**config.mk**
```make
export PLATFORM = sky130hd
export DESIGN_NAME = i2c_target
export DESIGN_NICKNAME = d
export VERILOG_FILES = /design/src/rtl/i2c_pkg.sv /design/src/rtl/i2c_pin_sync.sv /design/src/rtl/i2c_target.sv
export SDC_FILE = /design/constraint.sdc
export NUM_CORES = 1
export LEC_CHECK = 0
export BUFFER_PORTS_ARGS = -buffer_cell sky130_fd_sc_hd__buf_4
export CAP_MARGIN = 20
export CORE_ASPECT_RATIO = 0.6
export CORE_UTILIZATION = 58
export CTS_BUF_LIST = sky130_fd_sc_hd__clkbuf_4 sky130_fd_sc_hd__clkbuf_8
export CTS_CLUSTER_SIZE = 25
export DETAILED_ROUTE_END_ITERATION = 6
export PLACE_DENSITY = 0.88
export SLEW_MARGIN = 20
export SYNTH_ARGS = -nofsm -noshare
export SYNTH_HDL_FRONTEND = slang
export SYNTH_SLANG_ARGS = --single-unit
```
**constraint.sdc**
```tcl
create_clock -name clk -period 4 [get_ports clk]
set_clock_uncertainty 0.05 [all_clocks]
set_input_delay 0 -clock clk [delete_from_list [all_inputs] [get_ports clk]]
set_output_delay 0 -clock clk [all_outputs]
set_load 0.005 [all_outputs]
```
**src/rtl/i2c_pkg.sv**
```systemverilog
`timescale 1ns/1ps
`default_nettype none
// ============================================================================
//  Module   : i2c_pkg
//  Purpose  : Shared types and constants for the I2C target block.
//  Revision : 1.0  initial release
// ============================================================================
package i2c_pkg;

    localparam int I2C_ADDR_W = 7;

    // Bit counter value reached once a full byte has been shifted.
    localparam logic [3:0] BIT_LAST = 4'd8;

    typedef enum logic [2:0] {
        ST_IDLE      = 3'd0,
        ST_ADDR      = 3'd1,
        ST_ADDR_ACK  = 3'd2,
        ST_RX        = 3'd3,
        ST_RX_ACK    = 3'd4,
        ST_TX        = 3'd5,
        ST_TX_ACK    = 3'd6,
        ST_WAIT_STOP = 3'd7
    } TGT_STATES_t;

endpackage
`default_nettype wire

```
**src/rtl/i2c_pin_sync.sv**
```systemverilog
`timescale 1ns/1ps
`default_nettype none
// ============================================================================
//  Module   : i2c_pin_sync
//  Purpose  : Synchroniser chain plus history flop and edge detect for one
//             bus line. Idle-high lines, so everything resets to 1.
//  Revision : 1.0  initial release
// ============================================================================
module i2c_pin_sync #(
    parameter int SYNC_STAGES = 2
) (
    input  logic clk,
    input  logic rst_n,
    input  logic pin_i,
    output logic level_o,
    output logic rise_o,
    output logic fall_o
);

    logic [SYNC_STAGES-1:0] sync_q;
    logic                   hist_q;

    // Move the raw pin through the synchroniser and keep the previous level
    always_ff @(posedge clk or negedge rst_n) begin
        if (!rst_n) begin
            sync_q <= '1;
            hist_q <= 1'b1;
        end else begin
            sync_q[0] <= pin_i;
            for (int i = 1; i < SYNC_STAGES; i++) begin
                sync_q[i] <= sync_q[i-1];
            end
            hist_q <= sync_q[SYNC_STAGES-1];
        end
    end

    assign level_o = sync_q[SYNC_STAGES-1];
    assign rise_o  = sync_q[SYNC_STAGES-1] & ~hist_q;
    assign fall_o  = ~sync_q[SYNC_STAGES-1] & hist_q;

endmodule
`default_nettype wire

```
**src/rtl/i2c_target.sv**
```systemverilog
`timescale 1ns/1ps
`default_nettype none
// ============================================================================
//  Module   : i2c_target
//  Purpose  : 7-bit address I2C target with one-byte rx/tx buffering.
//             SDA is driven only after a detected SCL falling edge; SCL is
//             never stretched.
//  Revision : 1.0  initial release
// ============================================================================
module i2c_target
    import i2c_pkg::*;
#(
    parameter int SYNC_STAGES = 2
) (
    input  logic                  clk,
    input  logic                  rst_n,
    input  logic                  enable,
    input  logic [I2C_ADDR_W-1:0] ownAddr,
    input  logic                  rxAckEn,
    input  logic [7:0]            txBuffer,
    output logic                  txLoad,
    output logic [7:0]            rxBuffer,
    output logic                  rxValid,
    output logic                  busy,
    output logic                  addressed,
    output logic                  readMode,
    output logic                  nack,
    input  logic                  I2C_SDA_i,
    input  logic                  I2C_SCL_i,
    output logic                  I2C_SDA_o,
    output logic                  I2C_SCL_o
);

    logic sdaLevel, sdaRise, sdaFall;
    logic sclLevel, sclRise, sclFall;
    logic startDet, stopDet;

    TGT_STATES_t state_q;
    logic [3:0]  bitCnt_q;
    logic [7:0]  shift_q;
    logic        sdaOut_q;
    logic        addressed_q;
    logic        readMode_q;
    logic        nack_q;
    logic [7:0]  rxBuffer_q;
    logic        rxValid_q;
    logic        txLoad_q;

    i2c_pin_sync #(.SYNC_STAGES(SYNC_STAGES)) u_sync_sda (
        .clk     (clk),
        .rst_n   (rst_n),
        .pin_i   (I2C_SDA_i),
        .level_o (sdaLevel),
        .rise_o  (sdaRise),
        .fall_o  (sdaFall)
    );

    i2c_pin_sync #(.SYNC_STAGES(SYNC_STAGES)) u_sync_scl (
        .clk     (clk),
        .rst_n   (rst_n),
        .pin_i   (I2C_SCL_i),
        .level_o (sclLevel),
        .rise_o  (sclRise),
        .fall_o  (sclFall)
    );

    assign startDet = sdaFall & sclLevel;
    assign stopDet  = sdaRise & sclLevel;

    // Protocol FSM: bus conditions first, then SCL rising (sample), then SCL falling (drive)
    always_ff @(posedge clk or negedge rst_n) begin
        if (!rst_n) begin
            state_q     <= ST_IDLE;
            bitCnt_q    <= '0;
            shift_q     <= '0;
            sdaOut_q    <= 1'b1;
            addressed_q <= 1'b0;
            readMode_q  <= 1'b0;
            nack_q      <= 1'b0;
            rxBuffer_q  <= '0;
            rxValid_q   <= 1'b0;
            txLoad_q    <= 1'b0;
        end else begin
            rxValid_q <= 1'b0;
            txLoad_q  <= 1'b0;
            if (!enable) begin
                state_q     <= ST_IDLE;
                sdaOut_q    <= 1'b1;
                addressed_q <= 1'b0;
            end else if (startDet) begin
                state_q  <= ST_ADDR;
                bitCnt_q <= '0;
                sdaOut_q <= 1'b1;
            end else if (stopDet) begin
                state_q     <= ST_IDLE;
                sdaOut_q    <= 1'b1;
                addressed_q <= 1'b0;
            end else if (sclRise) begin
                case (state_q)
                    ST_ADDR, ST_RX: begin
                        if (bitCnt_q != BIT_LAST) begin
                            shift_q  <= {shift_q[6:0], sdaLevel};
                            bitCnt_q <= bitCnt_q + 4'd1;
                        end
                    end
                    ST_TX_ACK: begin
                        if (sdaLevel) begin
                            nack_q  <= 1'b1;
                            state_q <= ST_WAIT_STOP;
                        end else begin
                            state_q  <= ST_TX;
                            bitCnt_q <= '0;
                        end
                    end
                    default: ;
                endcase
            end else if (sclFall) begin
                case (state_q)
                    ST_ADDR: begin
                        if (bitCnt_q == BIT_LAST) begin
                            bitCnt_q <= '0;
                            if (shift_q[7:1] == ownAddr) begin
                                state_q     <= ST_ADDR_ACK;
                                addressed_q <= 1'b1;
                                readMode_q  <= shift_q[0];
                                nack_q      <= 1'b0;
                                sdaOut_q    <= 1'b0;
                            end else begin
                                state_q  <= ST_WAIT_STOP;
                                sdaOut_q <= 1'b1;
                            end
                        end
                    end
                    ST_ADDR_ACK: begin
                        if (readMode_q) begin
                            state_q  <= ST_TX;
                            shift_q  <= {txBuffer[6:0], 1'b0};
                            sdaOut_q <= txBuffer[7];
                            txLoad_q <= 1'b1;
                            bitCnt_q <= 4'd1;
                        end else begin
                            state_q  <= ST_RX;
                            sdaOut_q <= 1'b1;
                            bitCnt_q <= '0;
                        end
                    end
                    ST_RX: begin
                        if (bitCnt_q == BIT_LAST) begin
                            state_q    <= ST_RX_ACK;
                            rxBuffer_q <= shift_q;
                            rxValid_q  <= 1'b1;
                            sdaOut_q   <= ~rxAckEn;
                        end
                    end
                    ST_RX_ACK: begin
                        // SDA held low during the 9th clock means the byte was ACKed
                        state_q  <= sdaOut_q ? ST_WAIT_STOP : ST_RX;
                        sdaOut_q <= 1'b1;
                        bitCnt_q <= '0;
                    end
                    ST_TX: begin
                        if (bitCnt_q == 4'd0) begin
                            shift_q  <= {txBuffer[6:0], 1'b0};
                            sdaOut_q <= txBuffer[7];
                            txLoad_q <= 1'b1;
                            bitCnt_q <= 4'd1;
                        end else if (bitCnt_q == BIT_LAST) begin
                            state_q  <= ST_TX_ACK;
                            sdaOut_q <= 1'b1;
                        end else begin
                            sdaOut_q <= shift_q[7];
                            shift_q  <= {shift_q[6:0], 1'b0};
                            bitCnt_q <= bitCnt_q + 4'd1;
                        end
                    end
                    default: ;
                endcase
            end
        end
    end

    assign I2C_SDA_o = sdaOut_q;
    assign I2C_SCL_o = 1'b1;
    assign rxBuffer  = rxBuffer_q;
    assign rxValid   = rxValid_q;
    assign txLoad    = txLoad_q;
    assign busy      = (state_q != ST_IDLE);
    assign addressed = addressed_q;
    assign readMode  = readMode_q;
    assign nack      = nack_q;

endmodule
`default_nettype wire
```
==> results of run 1 <==
==> where the power goes <==
group          leakage (uW)  internal [uW]  switching, uW  total (uW)
combinational      0.000652            130            133         263
clock             0.0000612            202            131         333
sequential         0.000448            408           80.7         489
==> cell type report <==
class / count / area (um^2)
fill: 241 / 845.8
multi-input combinational: 144 / 1149
tap: 45 / 56.30
inverter: 10 / 37.54
clock buffer: 6 / 82.58
timing repair buffer: 38 / 292.8
sequential: 35 / 884.6
clock inverter: 2 / 35.03
==> cells by family (layout without fill, tap and decap cells) <==
logic type / after synthesis / in the layout
and+or+nand+nor: 62 / 62
buffers and inverters: 20 / 56
adders and majority gates: 5 / 5
xor gates and xnor gates: 8 / 8
other: 1 / 1
AOI/OAI and AO/OA: 42 / 42
DFF: 35 / 35
muxes: 26 / 26
==> metrics by stage <==
stage / setup slack [ps] / instances
after detailed placement: 1490 / 269
after global routing: 1252 / 280
after global placement: 1580 / 269
after floorplan: 1886 / 199
final: 1381 / 280
after CTS: 1463 / 280
==> flip-flops by register name (all words and copies together) (netlist names), 2 cells and up <==
register	flops
rxBuffer	8
state_q	3
shift_q	8
bitCnt_q	4
u_sync_sda.sync_q	2
u_sync_scl.sync_q	2
==> worst max-delay path, stage by stage, from the launching register on <==
cell and delay, ps:
dfstp_2 570, ha_1 680, nor2b_1 170, and2_1 220, o211ai_2 410, mux2_2 400
==> how the worst max path moves through the flow <==
stage	start	endpoint	slack (ps)	depth (start not counted)
6_report	u_sync_scl.sync_q[1]$_DFF_PN1_	shift_q[3]$_DFFE_PN0P_	1380	5
5_1_grt	u_sync_scl.sync_q[1]$_DFF_PN1_	shift_q[3]$_DFFE_PN0P_	1250	5
4_1_cts	u_sync_scl.sync_q[1]$_DFF_PN1_	shift_q[3]$_DFFE_PN0P_	1460	5
3_5_place_dp	u_sync_scl.sync_q[1]$_DFF_PN1_	shift_q[4]$_DFFE_PN0P_	1490	5
3_3_place_gp	u_sync_scl.sync_q[1]$_DFF_PN1_	shift_q[7]$_DFFE_PN0P_	1580	5
2_1_floorplan	bitCnt_q[0]$_DFFE_PN0P_	shift_q[6]$_DFFE_PN0P_	1890	6
==> synthesized netlist by cell type (all sizes together), types with 3 or more instances <==
master and count:
a211oi 3, a21oi 9, a31oi 3, a32oi 3
buf 8, dfrtp 28, dfstp 7, ha 5
inv 10, mux2 24, nand2 13, nand3 4
nand3b 5, nand4 4, nor2 9, nor2b 3
nor3 4, o211ai 3, o21a 4, o21ai 5
xnor2 4, xor2 4
==> per-layer routing <==
| metal | up-vias | part of all wire [%] | global-route usage [%] |
|---|---|---|---|
| met1 | 850 | 48 | 41.28 |
| li1 | 808 | - | - |
| met4 | 0 | 1.5 | 8.333 |
| met2 | 92 | 43 | 43.16 |
| met3 | 11 | 8.0 | 6.729 |
| met5 | - | 0 | 0 |
==> results by group, run 1 <==
Synth
  – Mapped Nets: 225
  – Top cells by area, synth: dfrtp_1, mux2_2, dfstp_2, ha_1, nand2_1
  – Simple-Gate Fraction of Synth Area: 18.56%
  – Area leader, netlist: dfrtp_1
  – Post-synth cell types: 59
  – Sequential element share of the synthesized area: 41.51%
  – Adder-Cell Fraction of Synth Area: 2.936%
  – Post-Syn Instances: 199
  – Post-Syn Area: 0.002131 mm^2
  – Number of synthesized flops with an enable pin: 0
  – Largest family of logic cells by synthesized area: simple AND/OR/NAND/NOR gates
  – Synthesized flop and latch total: 35
  – Yosys warning count: 0
  – Top FF cell, synth: dfrtp_1
  – Synth top area share: 32.88%
  – Post-synth ARST share: 100.0%
  – Complex-gate fraction of the synthesized area: 15.33%
  – Avg Cell Area, Syn: 10.71 um^2
  – Post-synthesis mux area share: 13.62%
  – Post-Synth XOR/XNOR Area: 3.288%

STA
  – Max Fclk: 381.9 MHz
  – Worst hold margin: 9.567 ps
  – Fin. max-slew vios: 0
  – Period utilization: 65.46%
  – Setup violations, final: 0
  – Worst slew margin: 48.16%
  – Min Clock Period, post-route: 2619 ps
  – Final Hold Viols: 0
  – Measured slew at the worst slew-check pin: 777.6 ps
  – Setup TNS: 0 ps
  – Setup repair after global routing missed its margin: false

Routing
  – DR DRC count: 0
  – Routed via count: 1761
  – Via-per-instance ratio: 6.289
  – Antenna Nets Post-Route: 0
  – Post-Route WL: 5.109 mm
  – DR WL/cell: 18.25 um
  – First DRT Iteration DRCs: 172
  – Drt pass-1 iters: 6

Setup path
  – Reg2reg end: shift_q[3]$_DFFE_PN0P_
  – Path depth of the worst reg2reg path: 5
  – Reg2reg setup slack: 1380 ps
  – CP required: 4120 ps
  – Arr. time, crit path: 2740 ps
  – CP startpoint kind: flip-flop
  – FF-to-FF Start: u_sync_scl.sync_q[1]$_DFF_PN1_
  – Critical Setup Path Class: flip-flop to flip-flop
  – Critical-path maximum fanout: 21
  – Setup crit end kind: flip-flop

Clock network
  – CTS tree: yes
  – Post-CTS Setup Bufs: 0
  – CTS Sinks: 35
  – TritonCTS buffer count: 5
  – Hold buffers post-CTS: 3
  – H-tree Lvls: 2
  – Root buf cell: clkbuf_8
  – Clk_lat worst skew: 290 ps
  – Cts repair resizes: 0
  – CTS max path bufs: 2
  – Clk pin slew, worst setup/hold paths: 70 ps

Placed design
  – Hpwl dp: 3.700 mm
  – Port bufs: 35
  – Placement Cell Area: 0.002390 mm^2
  – GPL Wtd Cong: 0.9799

Hold path
  – Hold Path Depth: 4
  – Worst Hold Class: input pin to flip-flop
  – Worst Min Path Start: rxAckEn
  – Worst Hold End: I2C_SDA_o$_DFFE_PN1P_

Layout
  – Commonest non-fill, non-tap cells in the layout: buf_4, dfrtp_1, mux2_2, nand2_1, inv_1
  – Core Util, Final: 75.00%
  – Count of nets after finishing: 260
  – Design area: 0.002537 mm^2
  – Share of cells above drive strength 1: 35.74%
  – Antenna Cells: 0
  – Most common cell after layout, fill and taps aside: buf_4
  – Area Overhead vs Synth: 19.08%

Status
  – Status: finished clean

Die
  – Initial cell density of the core: 62.98%
  – Ports: 37
  – Rows: 16
  – Die W: 80.25 um
  – Die ar.: 0.003928 mm^2
  – Core area: 0.003383 mm^2
  – Chip height: 48.95 um

Power and ir drop
  – Pwr Density: 427.4 mW/mm^2
  – Leak: 0.001162 uW
  – Peak VDD IR: 0.0002827 V
  – Final Power: 1084 uW

Global route
  – Vias in the first global route: 1709
  – Largest net degree at the start of global routing: 36
  – Tot GR Track Use: 28.70%
  – Initial antenna violation count: 0
  – Grt ovf: 0
  – First-pass GRT wire length: 8.349 mm

Flow run
  – Max-cap viol count: 0
(Power assumes the default switching activity.)
==> inputs of run 2 (changes only) <==
CORE_UTILIZATION = 52   (was 58)
PLACE_DENSITY = 0.84   (was 0.88)
clock period = 2.4 ns   (was 4 ns; I/O delays follow)
==> run 2 against run 1 <==
The run now ends with DRC left. Critical path type unchanged. Register-to-register slack got worse by 1300 ps. Power grew 74%. Combinational power increased by 74%. Clock-buffer cell count shrank 1. Largest cell class unchanged. Flip-flop and latch count unchanged. Core utilization is 5.6 points lower. Critical path depth rose by 2. Via count fell by 0.40%.
==> results by group, run 2 (synthesis results as in run 1) <==
Status
  – Status: complete, but fails checks
  – Failing checks: DRC

Routing
  – First DRT Iteration DRCs: 153 (-11%)
  – Routed via count: 1754 (-0.40%)
  – Drt pass-1 iters: 6 (unchanged)
  – DR WL/cell: 17.82 um (-2.4%)
  – Antenna Nets Post-Route: 0 (unchanged)
  – Via-per-instance ratio: 6.048 (-3.8%)
  – DR DRC count: 2 (+2)
  – Post-Route WL: 5.167 mm (+1.1%)

Setup path
  – CP required: 2520 ps (-1600 ps)
  – Critical-path maximum fanout: 6 (-71%)
  – Setup crit end kind: flip-flop
  – Arr. time, crit path: 2420 ps (-320 ps)
  – CP startpoint kind: flip-flop
  – Critical Setup Path Class: flip-flop to flip-flop

STA
  – Measured slew at the worst slew-check pin: 764.8 ps (-12.78 ps)
  – Setup violations, final: 0 (unchanged)
  – Max Fclk: 435.6 MHz (+14%)
  – Worst hold margin: 12.13 ps (+2.560 ps)
  – Fin. max-slew vios: 0 (unchanged)
  – Period utilization: 95.66% (+30 points)
  – Min Clock Period, post-route: 2296 ps (-322.8 ps)
  – Setup TNS: 0 ps (unchanged)
  – Worst slew margin: 48.91% (+0.75 points)
  – Final Hold Viols: 0 (unchanged)

Layout
  – Share of cells above drive strength 1: 38.27% (+2.5 points)
  – Core Util, Final: 69.40% (-5.6 points)
  – Antenna Cells: 0 (unchanged)
  – Most common cell after layout, fill and taps aside: buf_4
  – Commonest non-fill, non-tap cells in the layout: buf_4, dfrtp_1, mux2_2, nand2_1, inv_1
  – Area Overhead vs Synth: 23.31%
  – Count of nets after finishing: 268 (+3.1%)
  – Fillers: 303 (+26%)

Power and ir drop
  – Pwr Density: 717.6 mW/mm^2 (+68%)
  – Peak VDD IR: 0.0005436 V (+92%)
  – Final Power: 1885 uW (+74%)
  – Leak: 0.001202 uW (+3.5%)

Global route
  – Grt ovf: 0 (unchanged)
  – Initial antenna violation count: 0 (unchanged)
  – First-pass GRT wire length: 8.549 mm (+2.4%)
  – Vias in the first global route: 1719 (+0.59%)
  – Tot GR Track Use: 26.17% (-2.5 points)
  – Largest net degree at the start of global routing: 36 (unchanged)

Clock network
  – CTS Sinks: 35 (unchanged)
  – Clk pin slew, worst setup/hold paths: 70 ps (about the same)
  – TritonCTS buffer count: 5 (unchanged)
  – Root buf cell: clkbuf_8
  – H-tree Lvls: 2 (unchanged)
  – Clk_lat worst skew: 290 ps (about the same)
  – CTS tree: yes
  – CTS max path bufs: 2 (unchanged)

Die
  – Die W: 84.64 um (+5.5%)
  – Die ar.: 0.004366 mm^2 (+11%)
  – Rows: 17 (+1)
  – Ports: 37 (unchanged)
  – Core area: 0.003786 mm^2 (+12%)
  – Initial cell density of the core: 56.28% (-6.7 points)
  – Chip height: 51.59 um (+5.4%)

Flow run
  – Max-cap viol count: 0 (unchanged)

Placed design
  – Hpwl dp: 3.889 mm (+5.1%)
  – Port bufs: 35 (unchanged)
  – GPL Wtd Cong: 0.9363 (-4.4%)

Hold path
  – Worst Hold Class: input pin to flip-flop
## run 2: cell type report
| type | count | area [um^2] | share of cell area [%] |
|---|---|---|---|
| clock buffers | 5 | 68.82 | 2.619 |
| well taps | 47 | 58.81 | 2.238 |
| inverters | 10 | 37.54 | 1.429 |
| multi-input cells | 144 | 1155 | 43.95 |
| flip-flops and latches | 35 | 884.6 | 33.67 |
| repair buffers | 46 | 355.3 | 13.52 |
| clock inverters | 3 | 67.56 | 2.571 |
## run 2: final timing paths
check / start / end / slack (ps) / cells after the start
worst max-delay path: bitCnt_q[0]$_DFFE_PN0P_ / bitCnt_q[3]$_DFFE_PN0P_ / 100 / 7
worst min-delay path: rxAckEn / I2C_SDA_o$_DFFE_PN1P_ / 10 / 4
worst max register to register: bitCnt_q[0]$_DFFE_PN0P_ / bitCnt_q[3]$_DFFE_PN0P_ / 100 / 7
worst min register to register: u_sync_sda.sync_q[0]$_DFF_PN1_ / u_sync_sda.sync_q[1]$_DFF_PN1_ / 310 / 0
max in group asynchronous: rst_n / I2C_SDA_o$_DFFE_PN1P_ / 1800 / 2
min in group asynchronous: rst_n / bitCnt_q[1]$_DFFE_PN0P_ / 150 / 2
## run 2: critical path: stages (launching register included)
cell and delay (ps):
dfrtp_1 430, inv_1 150, ha_2 270, or3b_1 420
a32oi_1 240, or2_2 200, nor3_1 80, a221o_1 340
## run 2: repair_timing
action / in CTS / in global routing
gates resized for setup: 0 / 3
endpoints found under the hold margin: 38 / 0
setup endpoints to repair: 0 / 3
hold buffers: 4 / 0
setup buffers: 0 / 0
## run 2: power by group
| group | leakage (uW) | internal (uW) | switching [uW] |
|---|---|---|---|
| clock network | 0.0000644 | 414 | 216 |
| logic | 0.000690 | 230 | 228 |
| registers | 0.000448 | 680 | 117 |
## run 2: routing by layer
| metal | share of wire, % | up-vias | GRT usage, % |
|---|---|---|---|
| met3 | 10 | 9 | 10.00 |
| li1 | - | 823 | - |
| met5 | 0 | - | 0 |
| met4 | 1.5 | 0 | 5.367 |
| met1 | 46 | 843 | 35.50 |
| met2 | 43 | 79 | 40.24 |
## run 2: through the flow
stage / std cells / setup slack, ps / instance area, um^2
5_1_grt: 290 / -5.364 / 2628
4_1_cts: 290 / 53.56 / 2621
2_1_floorplan: 199 / 286.0 / 2131
6_report: 290 / 104.2 / 2628
3_5_place_dp: 278 / 100.7 / 2445
3_3_place_gp: 278 / 210.1 / 2445
==> inputs of run 3 (changes only) <==
BUFFER_PORTS_ARGS = -buffer_cell sky130_fd_sc_hd__buf_2   (was -buffer_cell sky130_fd_sc_hd__buf_4)
CORE_MARGIN = 1   (was unset)
PLACE_DENSITY = 0.78   (was 0.84)
==> run 3 against run 2 <==
The run now ends clean. Power shrank 11%. Cell area is 6.2% lower. Flip-flop and latch count did not move. Clock-buffer cell count stayed put. Clock power shrank 33%. Wire length shrank 2.1%. Sequential share of layout area is 2.2 points higher. Sequential power barely moved. Critical path depth down 1. Register-to-register slack got worse by 30 ps. Largest power group unchanged.
==> results by group, run 3 (synthesis results as in run 1) <==
Setup path
  – Path depth of the worst reg2reg path: 6 (-1)
  – Arr. time, crit path: 2450 ps (+30 ps)
  – Crit path max-delay family: multiplexers
  – CP required: 2520 ps (about the same)
  – Worst path slowest cell: or3b_1
  – Critical-path maximum fanout: 6 (unchanged)
  – Critical-path cell list: inv_1 -> ha_1 -> or3b_1 -> a31oi_1 -> mux2_2 -> mux2_1
  – FF-to-FF Start: bitCnt_q[0]$_DFFE_PN0P_
  – CP startpoint kind: flip-flop
  – Reg2reg end: shift_q[6]$_DFFE_PN0P_
  – Reg2reg setup slack: 70 ps (-30 ps)
  – CP max stage delay: 450 ps (+20 ps)
  – Critical path buffers and inverters: 1 (unchanged)
  – Critical Setup Path Class: flip-flop to flip-flop
  – Setup crit end kind: flip-flop

Layout
  – Design area: 0.002464 mm^2 (-6.2%)
  – Commonest non-fill, non-tap cells in the layout: buf_2, dfrtp_1, mux2_2, nand2_1, inv_1
  – Core Util, Final: 65.07% (-4.3 points)
  – Antenna Cells: 0 (unchanged)
  – Count of nets after finishing: 265 (-1.1%)
  – Share of cells above drive strength 1: 37.50% (-0.77 points)
  – Most common cell after layout, fill and taps aside: buf_2
  – Area Overhead vs Synth: 15.62%

Hold path
  – Worst Hold End: shift_q[6]$_DFFE_PN0P_
  – Worst Min Path Start: txBuffer[5]
  – Hold Path Depth: 3 (-1)
  – Worst Hold Class: input pin to flip-flop

STA
  – Measured slew at the worst slew-check pin: 760.8 ps (-4.012 ps)
  – Min Clock Period, post-route: 2325 ps (+29.48 ps)
  – Fin worst setup slack: 74.76 ps (-29.48 ps)
  – Period utilization: 96.89% (+1.2 points)
  – Setup violations, final: 0 (unchanged)
  – Setup TNS: 0 ps (unchanged)
  – Final Hold Viols: 0 (unchanged)
  – Worst hold margin: 11.80 ps (-0.3233 ps)
  – Max Fclk: 430.1 MHz (-1.3%)
  – Setup repair after global routing missed its margin: false
  – Worst slew margin: 49.28% (+0.37 points)
  – Fin. max-slew vios: 0 (unchanged)

Clock network
  – Root buf cell: clkbuf_8
  – Clk pin slew, worst setup/hold paths: 80 ps (about the same)
  – TritonCTS buffer count: 5 (unchanged)
  – H-tree Lvls: 2 (unchanged)
  – Post-CTS Setup Bufs: 0 (unchanged)
  – CTS max path bufs: 2 (unchanged)
  – CTS tree: yes
  – CTS Sinks: 35 (unchanged)
  – Clk_lat worst skew: 290 ps (about the same)

Placed design
  – Post-place setup slack: 143.0 ps (+42.37 ps)
  – GPL Wtd Cong: 0.9541 (+1.9%)
  – Port bufs: 35 (unchanged)
  – Hpwl dp: 3.742 mm (-3.8%)
  – Placement Cell Area: 0.002342 mm^2 (-4.2%)

Global route
  – Vias in the first global route: 1673 (-2.7%)
  – Largest net degree at the start of global routing: 36 (unchanged)
  – Grt ovf: 0 (unchanged)
  – Initial antenna violation count: 0 (unchanged)
  – Tot GR Track Use: 25.40% (-0.76 points)
  – First-pass GRT wire length: 8.273 mm (-3.2%)

Die
  – Rows: 17 (unchanged)
  – Core area: 0.003786 mm^2 (unchanged)
  – Initial cell density of the core: 56.28% (unchanged)
  – Ports: 37 (unchanged)
  – Die ar.: 0.004366 mm^2 (unchanged)
  – Die W: 84.64 um (unchanged)
  – Chip height: 51.59 um (unchanged)

Power and ir drop
  – Leak: 0.001145 uW (-4.8%)
  – Pwr Density: 677.5 mW/mm^2 (-5.6%)
  – Peak VDD IR: 0.0004127 V (-24%)

Routing
  – Routed via count: 1769 (+0.86%)
  – First DRT Iteration DRCs: 306 (+100%)
  – Via-per-instance ratio: 6.164 (+1.9%)
  – DR DRC count: 0 (-2)
  – DR WL/cell: 17.63 um (-1.0%)
  – Antenna Nets Post-Route: 0 (unchanged)
  – Post-Route WL: 5.061 mm (-2.1%)
  – Drt pass-1 iters: 7 (+1)

Status
  – Status: finished clean

Flow run
  – Max-cap viol count: 0 (unchanged)
## run 3: worst reg2reg max path, cell delays in order (launching register included)
cell     delay, ps
dfrtp_1        430
inv_1          140
ha_1           320
or3b_1         450
a31oi_1        200
mux2_2         340
mux2_1         280
## run 3: area by class of cell
type | count | area (um^2)
tap | 47 | 58.81
inverter | 10 | 37.54
clock inverter | 3 | 20.02
timing repair buffer | 43 | 242.7
multi-input combinational | 144 | 1151
fill | 308 | 1323
sequential | 35 | 884.6
clock buffer | 5 | 68.82
## run 3: per-layer routing
metal / track usage (%) / part of all wire [%]
met2: 36.86 / 40
met1: 37.30 / 49
met3: 6.190 / 9.9
met4: 8.192 / 1.2
met5: 0 / 0
## run 3: worst max-delay path by stage
stage | startpoint | to | slack (ps) | cells past startpoint
2_1_floorplan | bitCnt_q[0]$_DFFE_PN0P_ | shift_q[6]$_DFFE_PN0P_ | 290 | 6
3_3_place_gp | u_sync_scl.sync_q[1]$_DFF_PN1_ | state_q[0]$_DFFE_PN0P_ | 150 | 7
3_5_place_dp | bitCnt_q[0]$_DFFE_PN0P_ | shift_q[6]$_DFFE_PN0P_ | 140 | 6
4_1_cts | bitCnt_q[0]$_DFFE_PN0P_ | shift_q[6]$_DFFE_PN0P_ | 100 | 6
5_1_grt | bitCnt_q[0]$_DFFE_PN0P_ | bitCnt_q[2]$_DFFE_PN0P_ | 10 | 7
6_report | bitCnt_q[0]$_DFFE_PN0P_ | shift_q[6]$_DFFE_PN0P_ | 70 | 6
## run 3: repair_timing
item | 4_1_cts | 5_1_grt
gates resized for setup | 0 | 1
hold buffers | 3 | 0
setup endpoints to repair | 0 | 1
hold endpoints to repair | 30 | 0
## run 3: report_power, final
group	total, uW	switching, uW	internal (uW)
sequential	795	115	680
clock	424	222	202
combinational	451	236	215
## run 3: metrics by stage
stage	std cells	total power (uW)
CTS	287	1661
finish	287	1669
detailed placement	276	1232
global route	287	1753
global placement	276	1219
floorplan	199	1109
